**config.mk**
```make
export PLATFORM = sky130hd
export DESIGN_NAME = demux8_sched
export DESIGN_NICKNAME = d
export VERILOG_FILES = /design/src/rtl/demux8_sched.sv
export SDC_FILE = /design/constraint.sdc
export NUM_CORES = 1
export LEC_CHECK = 0
export BUFFER_PORTS_ARGS = -buffer_cell sky130_fd_sc_hd__buf_2
export CAP_MARGIN = 10
export CORE_ASPECT_RATIO = 1.4
export CORE_MARGIN = 3
export CORE_UTILIZATION = 45
export CTS_BUF_LIST = sky130_fd_sc_hd__clkbuf_2
export DETAILED_ROUTE_END_ITERATION = 12
export PLACE_DENSITY = 0.71
export SLEW_MARGIN = 20
export SYNTH_ARGS = -nofsm -noshare
export SYNTH_HDL_FRONTEND = slang
export SYNTH_SLANG_ARGS = --single-unit
```
**constraint.sdc**
```tcl
create_clock -name clk -period 7.8 [get_ports clk]
set_clock_uncertainty 0.2 [all_clocks]
set_input_delay 0.39 -clock clk [delete_from_list [all_inputs] [get_ports clk]]
set_output_delay 0.39 -clock clk [all_outputs]
set_load 0.1 [all_outputs]
```
**src/rtl/demux8_sched.sv**
```systemverilog
// demux8_sched: credit-based round-robin scheduler driving the select and data
// inputs of a 1x8 demultiplexer from an upstream valid/ready word stream.
// Optional feature macro: DEMUX8_SCHED_STATS_EN adds per-channel sent counters
// readable through stat_idx/stat_cnt.
module demux8_sched #(
  parameter int unsigned DW      = 8,
  parameter int unsigned CREDITS = 4
) (
  input  logic          clk,
  input  logic          rst,
  input  logic [DW-1:0] in_data,
  input  logic          in_valid,
  output logic          in_ready,
  input  logic [7:0]    credit_ret,
  output logic [DW-1:0] d,
  output logic          s2,
  output logic          s1,
  output logic          s0,
  output logic          d_valid,
  output logic          busy,
  output logic          err
`ifdef DEMUX8_SCHED_STATS_EN
  ,
  input  logic [2:0]    stat_idx,
  output logic [15:0]   stat_cnt
`endif
);

  localparam int unsigned NCH = 8;
  localparam int unsigned CW  = 4;
  localparam int unsigned SW  = 3;

  typedef enum logic [1:0] {IDLE, ARB, SEND, STALL} state_e;

  state_e          state_q, state_d;
  logic [CW-1:0]   credit_q [NCH];
  logic [CW-1:0]   credit_d [NCH];
  logic [SW-1:0]   ptr_q, ptr_d;
  logic [SW-1:0]   grant_q, grant_d;
  logic [DW-1:0]   d_q, d_d;
  logic [SW-1:0]   sel_q, sel_d;
  logic            d_valid_q, d_valid_d;
  logic            in_ready_q, in_ready_d;
  logic            busy_q, busy_d;
  logic            err_q, err_d;

  logic            found_c;
  logic [SW-1:0]   found_idx_c;
  logic [SW-1:0]   cand_c;

  // Round-robin search from ptr for the first channel holding credit
  always_comb begin
    found_c     = 1'b0;
    found_idx_c = '0;
    cand_c      = '0;
    for (int unsigned i = 0; i < NCH; i++) begin
      cand_c = ptr_q + SW'(i);
      if (!found_c && (credit_q[cand_c] != '0)) begin
        found_c     = 1'b1;
        found_idx_c = cand_c;
      end
    end
  end

  // State register
  always_ff @(posedge clk or posedge rst) begin
    if (rst) state_q <= IDLE;
    else     state_q <= state_d;
  end

  // Next-state logic; STALL re-runs the search every cycle
  always_comb begin
    state_d = state_q;
    case (state_q)
      IDLE:    if (in_valid) state_d = ARB;
      ARB:     state_d = found_c ? SEND : STALL;
      STALL: begin
        if (!in_valid)    state_d = IDLE;
        else if (found_c) state_d = SEND;
      end
      SEND:    state_d = IDLE;
      default: state_d = IDLE;
    endcase
  end

  // Output/datapath next values; outputs are loaded on entry to SEND so they
  // are valid during the SEND cycle itself
  always_comb begin
    grant_d    = grant_q;
    ptr_d      = ptr_q;
    d_d        = d_q;
    sel_d      = sel_q;
    d_valid_d  = 1'b0;
    in_ready_d = 1'b0;
    busy_d     = (state_d != IDLE);
    if ((state_q == ARB || state_q == STALL) && state_d == SEND) begin
      grant_d = found_idx_c;
    end
    if (state_d == SEND) begin
      d_d        = in_data;
      sel_d      = grant_d;
      d_valid_d  = 1'b1;
      in_ready_d = 1'b1;
    end
    if (state_q == SEND) begin
      ptr_d = grant_q + SW'(1);
    end
  end

  // Credit counters: return increments, send decrements, both cancel;
  // a return onto a full counter is dropped and flags err
  always_comb begin
    err_d = err_q;
    for (int k = 0; k < NCH; k++) begin
      credit_d[k] = credit_q[k];
      if (credit_ret[k] && !(state_q == SEND && grant_q == SW'(k))) begin
        if (credit_q[k] == CW'(CREDITS)) err_d = 1'b1;
        else                             credit_d[k] = credit_q[k] + CW'(1);
      end else if (!credit_ret[k] && state_q == SEND && grant_q == SW'(k)) begin
        credit_d[k] = credit_q[k] - CW'(1);
      end
    end
  end

  // Datapath and output registers
  always_ff @(posedge clk or posedge rst) begin
    if (rst) begin
      ptr_q      <= '0;
      grant_q    <= '0;
      d_q        <= '0;
      sel_q      <= '0;
      d_valid_q  <= 1'b0;
      in_ready_q <= 1'b0;
      busy_q     <= 1'b0;
      err_q      <= 1'b0;
      for (int k = 0; k < NCH; k++) credit_q[k] <= CW'(CREDITS);
    end else begin
      ptr_q      <= ptr_d;
      grant_q    <= grant_d;
      d_q        <= d_d;
      sel_q      <= sel_d;
      d_valid_q  <= d_valid_d;
      in_ready_q <= in_ready_d;
      busy_q     <= busy_d;
      err_q      <= err_d;
      for (int k = 0; k < NCH; k++) credit_q[k] <= credit_d[k];
    end
  end

  assign d            = d_q;
  assign {s2, s1, s0} = sel_q;
  assign d_valid      = d_valid_q;
  assign in_ready     = in_ready_q;
  assign busy         = busy_q;
  assign err          = err_q;

`ifdef DEMUX8_SCHED_STATS_EN
  logic [15:0] stat_q [NCH];

  // Per-channel sent counters, wrapping at 16 bits
  always_ff @(posedge clk or posedge rst) begin
    if (rst) begin
      for (int k = 0; k < NCH; k++) stat_q[k] <= '0;
    end else if (state_q == SEND) begin
      stat_q[grant_q] <= stat_q[grant_q] + 16'd1;
    end
  end

  assign stat_cnt = stat_q[stat_idx];
`endif

endmodule
```
==> flow_summary.toml, run 1 <==
[run_status]
status = "finished, final reports clean"

[grt]
grt_start_max_net_pins = 55
antenna_found_initial = 0
busiest_layer = "met2"
grt_use_met3_pct = 2.50
grt_usage_pct = 18.1
grt_overflow_total = 0
grt_use_met1_pct = 20.9
grt_pass1_wl_microns = 15300
grt_pass1_vias = 3256
met2_usage_pct = 30.8

[logic_synthesis]
postSynthAreaPerCell_sq_um = 11.1
postSynth.asyncResetShare_pct = 100
netlist_instances = 389
syn-cell-area_sq_mm = 0.00432
ys_ff_latch = 54
synth_nets = 440
synthFlopType = "dfrtp_1"
ys_seq_area_share_pct = 31.5
synth_edf_count = 0
ys_types = 68
ys_warn_count = 0

[power]
pwr_density_cell_mw_per_mm2 = 414
comb_power_share_pct = 58.2
power_frac_seq_pct = 35.1
p_sw_w = 0.000984
peakVddDrop_uv = 149
leakage_nw = 1.98
p_clk_share_pct = 6.7
switching_share_pct = 51.0
internal_power_w = 0.000946

[route]
drc = 0
final_antenna_net_count = 0
dr.pass1.iters = 4
viasPerCell = 5.94
drtIter0Drc = 207
totalWireLength_microns = 9280
wl_per_cell_microns = 17.3
vias = 3190

[clock_tree]
cts.sinks = 54
clockRootBuffer = "clkbuf_2"
ctsResizeCount = 0
cts-buffers-inserted = 5
clk_pin_slew_ns = 0.31
clk_latency_ns = 0.52
cts_buffer_depth = 2
htreeDepth = 2
cts-hold-fix-buffers = 10
post_cts_buffers = 0
cts_tree = "built"

[critical_path]
crit_start = "ptr_q[0]"
endpoint_kind = "flop"
critPathLaunchType = "flop"
cpPeakStageDelay_ns = 1.00
crit_chain = "inv_2 -> ha_1 -> xor2_1 -> mux4_1 -> mux2i_2 -> a211oi_2 -> a31oi_4 -> mux2_2"
reg2reg_depth = 8
crit_type = "flop to flop"
cp.arrival_ns = 4.21
crit_fanout = 23
r2r_start = "ptr_q[0]"
slowest_stage = "dfrtp_1"
required_ns = 8.06
cp_num_cells = 8
critPathBufInv = 1
crit_family = "multiplexers"

[sta]
fin_crit_ns = 3.95
setup_violations = 0
fin_crit_sh_pct = 50.7
tightest_slew_ns = 0.881
fin_setup_tns_ns = 0
relSlewSlack_pct = 41.3
slew_viol_final = 0
fmax_mhz = 253
hold_violations = 0
rsz0062_at_grt = "false"

[cells_and_area]
drive_gt1_share_pct = 25.8
insertedDiodeCount = 0
nNetsFinal = 480
stdcell_area_sq_mm = 0.00466
area_delta_synth_final_pct = 7.76

[floorplan]
die-area_sq_mm = 0.0108
io_pins = 34
fp.coreArea_sq_mm = 0.00918
die_width_microns = 88.8
die_y_microns = 122
initial_utilization_pct = 47.1
num_rows = 41

[min_path]
hp-start = "credit_ret[5]"
hp-class = "primary input to flop"
holdPathStages = 4

[run]
max_cap_violations = 0

[placement]
io_buffers = 33
routabilityCongestion = 0.891
place_area_sq_mm = 0.00450
place_hpwl_microns = 7120
worst min-delay path, stage by stage:
cell and delay, ns:
buf_2 0.10, o21ai_1 0.14, nor2_1 0.12, a21oi_1 0.05
cells in the final DEF, fill, tap and decap left out, drive strengths merged, types with 11 or more instances in the layout:
cell | netlist | routed
ha | 24 | 24
buf | 5 | 34
a21oi | 21 | 21
o22ai | 13 | 13
mux4 | 11 | 11
inv | 12 | 13
mux2i | 24 | 24
dfrtp | 46 | 46
xor2 | 12 | 12
xnor2 | 20 | 20
nand2 | 30 | 30
nor3 | 12 | 12
mux2 | 23 | 23
nor2 | 32 | 32
synthesized netlist by cell type (5+ instances only):
library cell | number | area [sq um]
a21o_1 | 7 | 52.6
a21oi_1 | 21 | 105
clkbuf_8 | 5 | 68.8
dfrtp_1 | 46 | 1150
dfstp_2 | 8 | 210
fa_1 | 8 | 160
ha_1 | 24 | 300
inv_1 | 11 | 41.3
mux2_2 | 19 | 214
mux2i_1 | 21 | 210
mux4_1 | 5 | 131
mux4_2 | 6 | 135
nand2_1 | 30 | 113
nand3_1 | 7 | 35.0
nor2_1 | 31 | 116
nor3_1 | 12 | 60.1
nor4_4 | 8 | 170
o22ai_1 | 12 | 75.1
xnor2_1 | 20 | 175
xor2_1 | 12 | 105
cells by family (layout without fill, tap and decap cells):
| family | after synthesis | after routing | share of synthesized area [%] |
|---|---|---|---|
| simple gates | 109 | 109 | 15.3 |
| compound gates | 81 | 81 | 13.4 |
| mux | 58 | 58 | 18.7 |
| flops | 54 | 54 | 31.5 |
| fa+ha+maj | 32 | 32 | 10.7 |
| xor+xnor | 32 | 32 | 6.48 |
| buf+inv | 23 | 64 | 3.94 |
metrics by stage:
step	hold slack [ns]	worst slack [ns]	power [W]	instances	utilization, %
6_report	0.0278	3.85	0.00193	537	50.7
5_1_grt	0.0326	3.60	0.00208	537	50.7
4_1_cts	0.0178	3.85	0.00194	537	50.7
3_5_place_dp	0.259	3.89	0.00180	519	49.1
3_3_place_gp	0.256	4.02	0.00175	519	49.1
2_1_floorplan	0.258	4.88	0.00162	389	-
final timing paths:
| check | to | slack [ns] |
|---|---|---|
| worst min register to register | err | 0.31 |
| max in group asynchronous | credit_q[21] | 6.58 |
| min in group asynchronous | credit_q[28] | 0.34 |
| worst max-delay path | d[7] | 3.85 |
| worst max register to register | d[7] | 3.85 |
| worst min-delay path | credit_q[10] | 0.03 |
state kept, by name, indices dropped and copies added, names as in the netlist:
signal,flops
state_q,2
busy,1
ptr_q,3
sel_q,3
d,8
grant_q,3
credit_q,32
err,1
in_ready,1
cell type report:
type,instances,area (sq um)
timing repair buffer,44,273
inverter,12,45.0
multi-input combinational,312,2790
clock buffer,5,25.0
tap,107,134
fill,803,4520
sequential,54,1360
clock inverter,3,28.8
per-layer routing:
layer / wire (microns) / vias up
met5: 0 / -
met2: 4770 / 78
met1: 3740 / 1549
met3: 275 / 26
met4: 491 / 0
li1: - / 1537
power by group through the flow:
| stage | registers (W) | logic, W | clock network [W] |
|---|---|---|---|
| after floorplan | 0.000752 | 0.000865 | 0 |
| after global placement | 0.000672 | 0.00107 | 0 |
| after detailed placement | 0.000685 | 0.00111 | 0 |
| after CTS | 0.000679 | 0.00113 | 0.000133 |
| after global routing | 0.000710 | 0.00123 | 0.000143 |
| final | 0.000677 | 0.00112 | 0.000130 |
(Power assumes the default switching activity.)
==> inputs of run 2 (changes only) <==
--- a/config.mk
+++ b/config.mk
@@ -12,7 +12,7 @@
 export CORE_UTILIZATION = 45
 export CTS_BUF_LIST = sky130_fd_sc_hd__clkbuf_2
 export DETAILED_ROUTE_END_ITERATION = 12
-export PLACE_DENSITY = 0.71
+export PLACE_DENSITY = 0.73
 export SLEW_MARGIN = 20
 export SYNTH_ARGS = -nofsm -noshare
 export SYNTH_HDL_FRONTEND = slang
==> constraint.sdc (replaced) <==
create_clock -name clk -period 3.61 [get_ports clk]
set_clock_uncertainty 0.2 [all_clocks]
set_input_delay 0.1805 -clock clk [delete_from_list [all_inputs] [get_ports clk]]
set_output_delay 0.1805 -clock clk [all_outputs]
set_load 0.1 [all_outputs]
==> run 2 against run 1 <==
Against the previous run: total power up 120%; first-iteration DRC count down 19%; sequential share of layout area down 0.80 points; largest cell class unchanged.
==> flow_summary.toml, run 2 (synthesis gave the netlist of run 1 again) <==
[run_status]
status = "finished, final reports clean"

[grt]
grt_usage_pct = 18.3
grt_overflow_total = 0
grt_start_max_net_pins = 34
antenna_found_initial = 1
grt_pass1_vias = 3227
grt_pass1_wl_microns = 15500

[power]
power_frac_seq_pct = 33.3
switching_share_pct = 49.8
comb_power_share_pct = 58.6
p_sw_w = 0.00212
peakVddDrop_uv = 289
leakage_nw = 2.04
pwr_density_cell_mw_per_mm2 = 887
p_clk_share_pct = 8.0
internal_power_w = 0.00213
power_w = 0.00425

[critical_path]
slowest_stage = "dfrtp_1"
crit_fanout = 13
r2r_start = "ptr_q[0]"
r2r-end = "d[4]"
crit_chain = "inv_2 -> ha_1 -> xor2_1 -> mux4_1 -> mux2i_2 -> a211oi_2 -> a31oi_4 -> mux2_2"
endpoint_kind = "flop"
reg2reg_depth = 8
cpPeakStageDelay_ns = 0.69
cp.arrival_ns = 3.43
crit_type = "flop to flop"
required_ns = 3.85
rrSetupSlack_ns = 0.43
critPathLaunchType = "flop"

[route]
vias = 3237
drtIter0Drc = 167
totalWireLength_microns = 9260
dr.pass1.iters = 4
final_antenna_net_count = 0
drc = 0
viasPerCell = 5.89
wl_per_cell_microns = 16.8

[clock_tree]
clk_pin_slew_ns = 0.30
cts-buffers-inserted = 5
clk_latency_ns = 0.50
htreeDepth = 2
cts.sinks = 54
ctsResizeCount = 0
clockRootBuffer = "clkbuf_2"
cts_tree = "built"
cts_buffer_depth = 2

[floorplan]
die_y_microns = 122
num_rows = 41
io_pins = 34
initial_utilization_pct = 47.1
die-area_sq_mm = 0.0108
die_width_microns = 88.8
fp.coreArea_sq_mm = 0.00918

[sta]
fin_crit_ns = 3.18
fin_setup_tns_ns = 0
setup_violations = 0
tightest_slew_ns = 0.726
relSlewSlack_pct = 51.5
fin_crit_sh_pct = 88.2
slew_viol_final = 0
rsz0062_at_grt = "false"
fmax_mhz = 314
hold_violations = 0

[cells_and_area]
area_delta_synth_final_pct = 10.8
multiInputGateArea_sq_mm = 0.00279
fin_cells = 550
nNetsFinal = 492
final_common_cell = "dfrtp_1"
largest_register = "credit_q"
layout_common_cells = "46 x dfrtp_1, 33 x buf_2, 31 x nor2_1"
largest_reg_flops = 32
drive_gt1_share_pct = 26.0
regArea_sq_mm = 0.00136
nFillCells = 806

[placement]
placedCellCount = 523
io_buffers = 33
routabilityCongestion = 0.948
place_hpwl_microns = 7040

[min_path]
hp-class = "primary input to async pin"

[run]
max_cap_violations = 0
## run 2: cell types whose count changed in the layout (fill, tap and decap cells not counted)
cell | before | now
inv_6 | 0 | 2
dlygate4sd3_1 | 10 | 18
bufinv_16 | 0 | 1
clkinv_4 | 2 | 0
diode_2 | 0 | 1
buf_4 | 1 | 5
inv_8 | 1 | 0
## run 2: per-stage QoR
| step | util (%) | setup slack, ns | hold slack [ns] | cell area (sq um) |
|---|---|---|---|---|
| 2_1_floorplan | - | 0.695 | 0.121 | 4320 |
| 3_3_place_gp | 49.4 | 0.542 | 0.144 | 4530 |
| 4_1_cts | 52.1 | 0.410 | 0.112 | 4790 |
| 5_1_grt | 52.2 | 0.250 | 0.132 | 4790 |
| 3_5_place_dp | 49.4 | 0.436 | 0.148 | 4530 |
| 6_report | 52.2 | 0.427 | 0.0924 | 4790 |
## run 2: final cells by class
| class | count | share of cell area [%] |
|---|---|---|
| sequential | 54 | 28.4 |
| antenna | 1 | 0.0522 |
| multi-input combinational | 312 | 58.3 |
| timing repair buffer | 56 | 7.99 |
| tap | 107 | 2.80 |
| inverter | 12 | 0.940 |
| clock buffer | 5 | 0.522 |
| clock inverter | 3 | 0.993 |
## run 2: what timing repair did
action / in CTS / in global routing
hold buffers: 18 / 0
hold endpoints to repair: 64 / 0
buffers inserted: 0 / 0
## run 2: worst max-delay path by stage
stage / slack, ns / start / depth (start not counted) / to
final: 0.43 / ptr_q[0] / 8 / d[4]
after detailed placement: 0.44 / ptr_q[0] / 7 / d[4]
after floorplan: 0.69 / ptr_q[0] / 10 / d[0]
after global routing: 0.25 / ptr_q[0] / 8 / sel_q[2]
after global placement: 0.54 / ptr_q[1] / 8 / d[7]
after CTS: 0.41 / ptr_q[0] / 7 / d[4]
## run 2: worst max-delay path: cells and delay by family (launching register included)
kind	cells	cell delay, ns
adders and majority gates	1	0.24
DFF	1	0.69
buffers and inverters	1	0.07
AOI/OAI and AO/OA	2	0.53
muxes	3	1.08
xor gates and xnor gates	1	0.32
## run 2: routing by layer
metal,track usage [%],part of all wire (%),wire (microns)
met1,22.5,42,3890
met2,30.7,51,4720
met3,1.96,2.1,195
met4,9.92,4.9,457
met5,0,0,0
## run 2: power by group through the flow
stage,Clock [W],Combinational (W),Sequential [W]
2_1_floorplan,0,0.00187,0.00162
4_1_cts,0.000348,0.00249,0.00142
5_1_grt,0.000376,0.00274,0.00148
3_3_place_gp,0,0.00239,0.00141
6_report,0.000340,0.00249,0.00142
3_5_place_dp,0,0.00247,0.00143
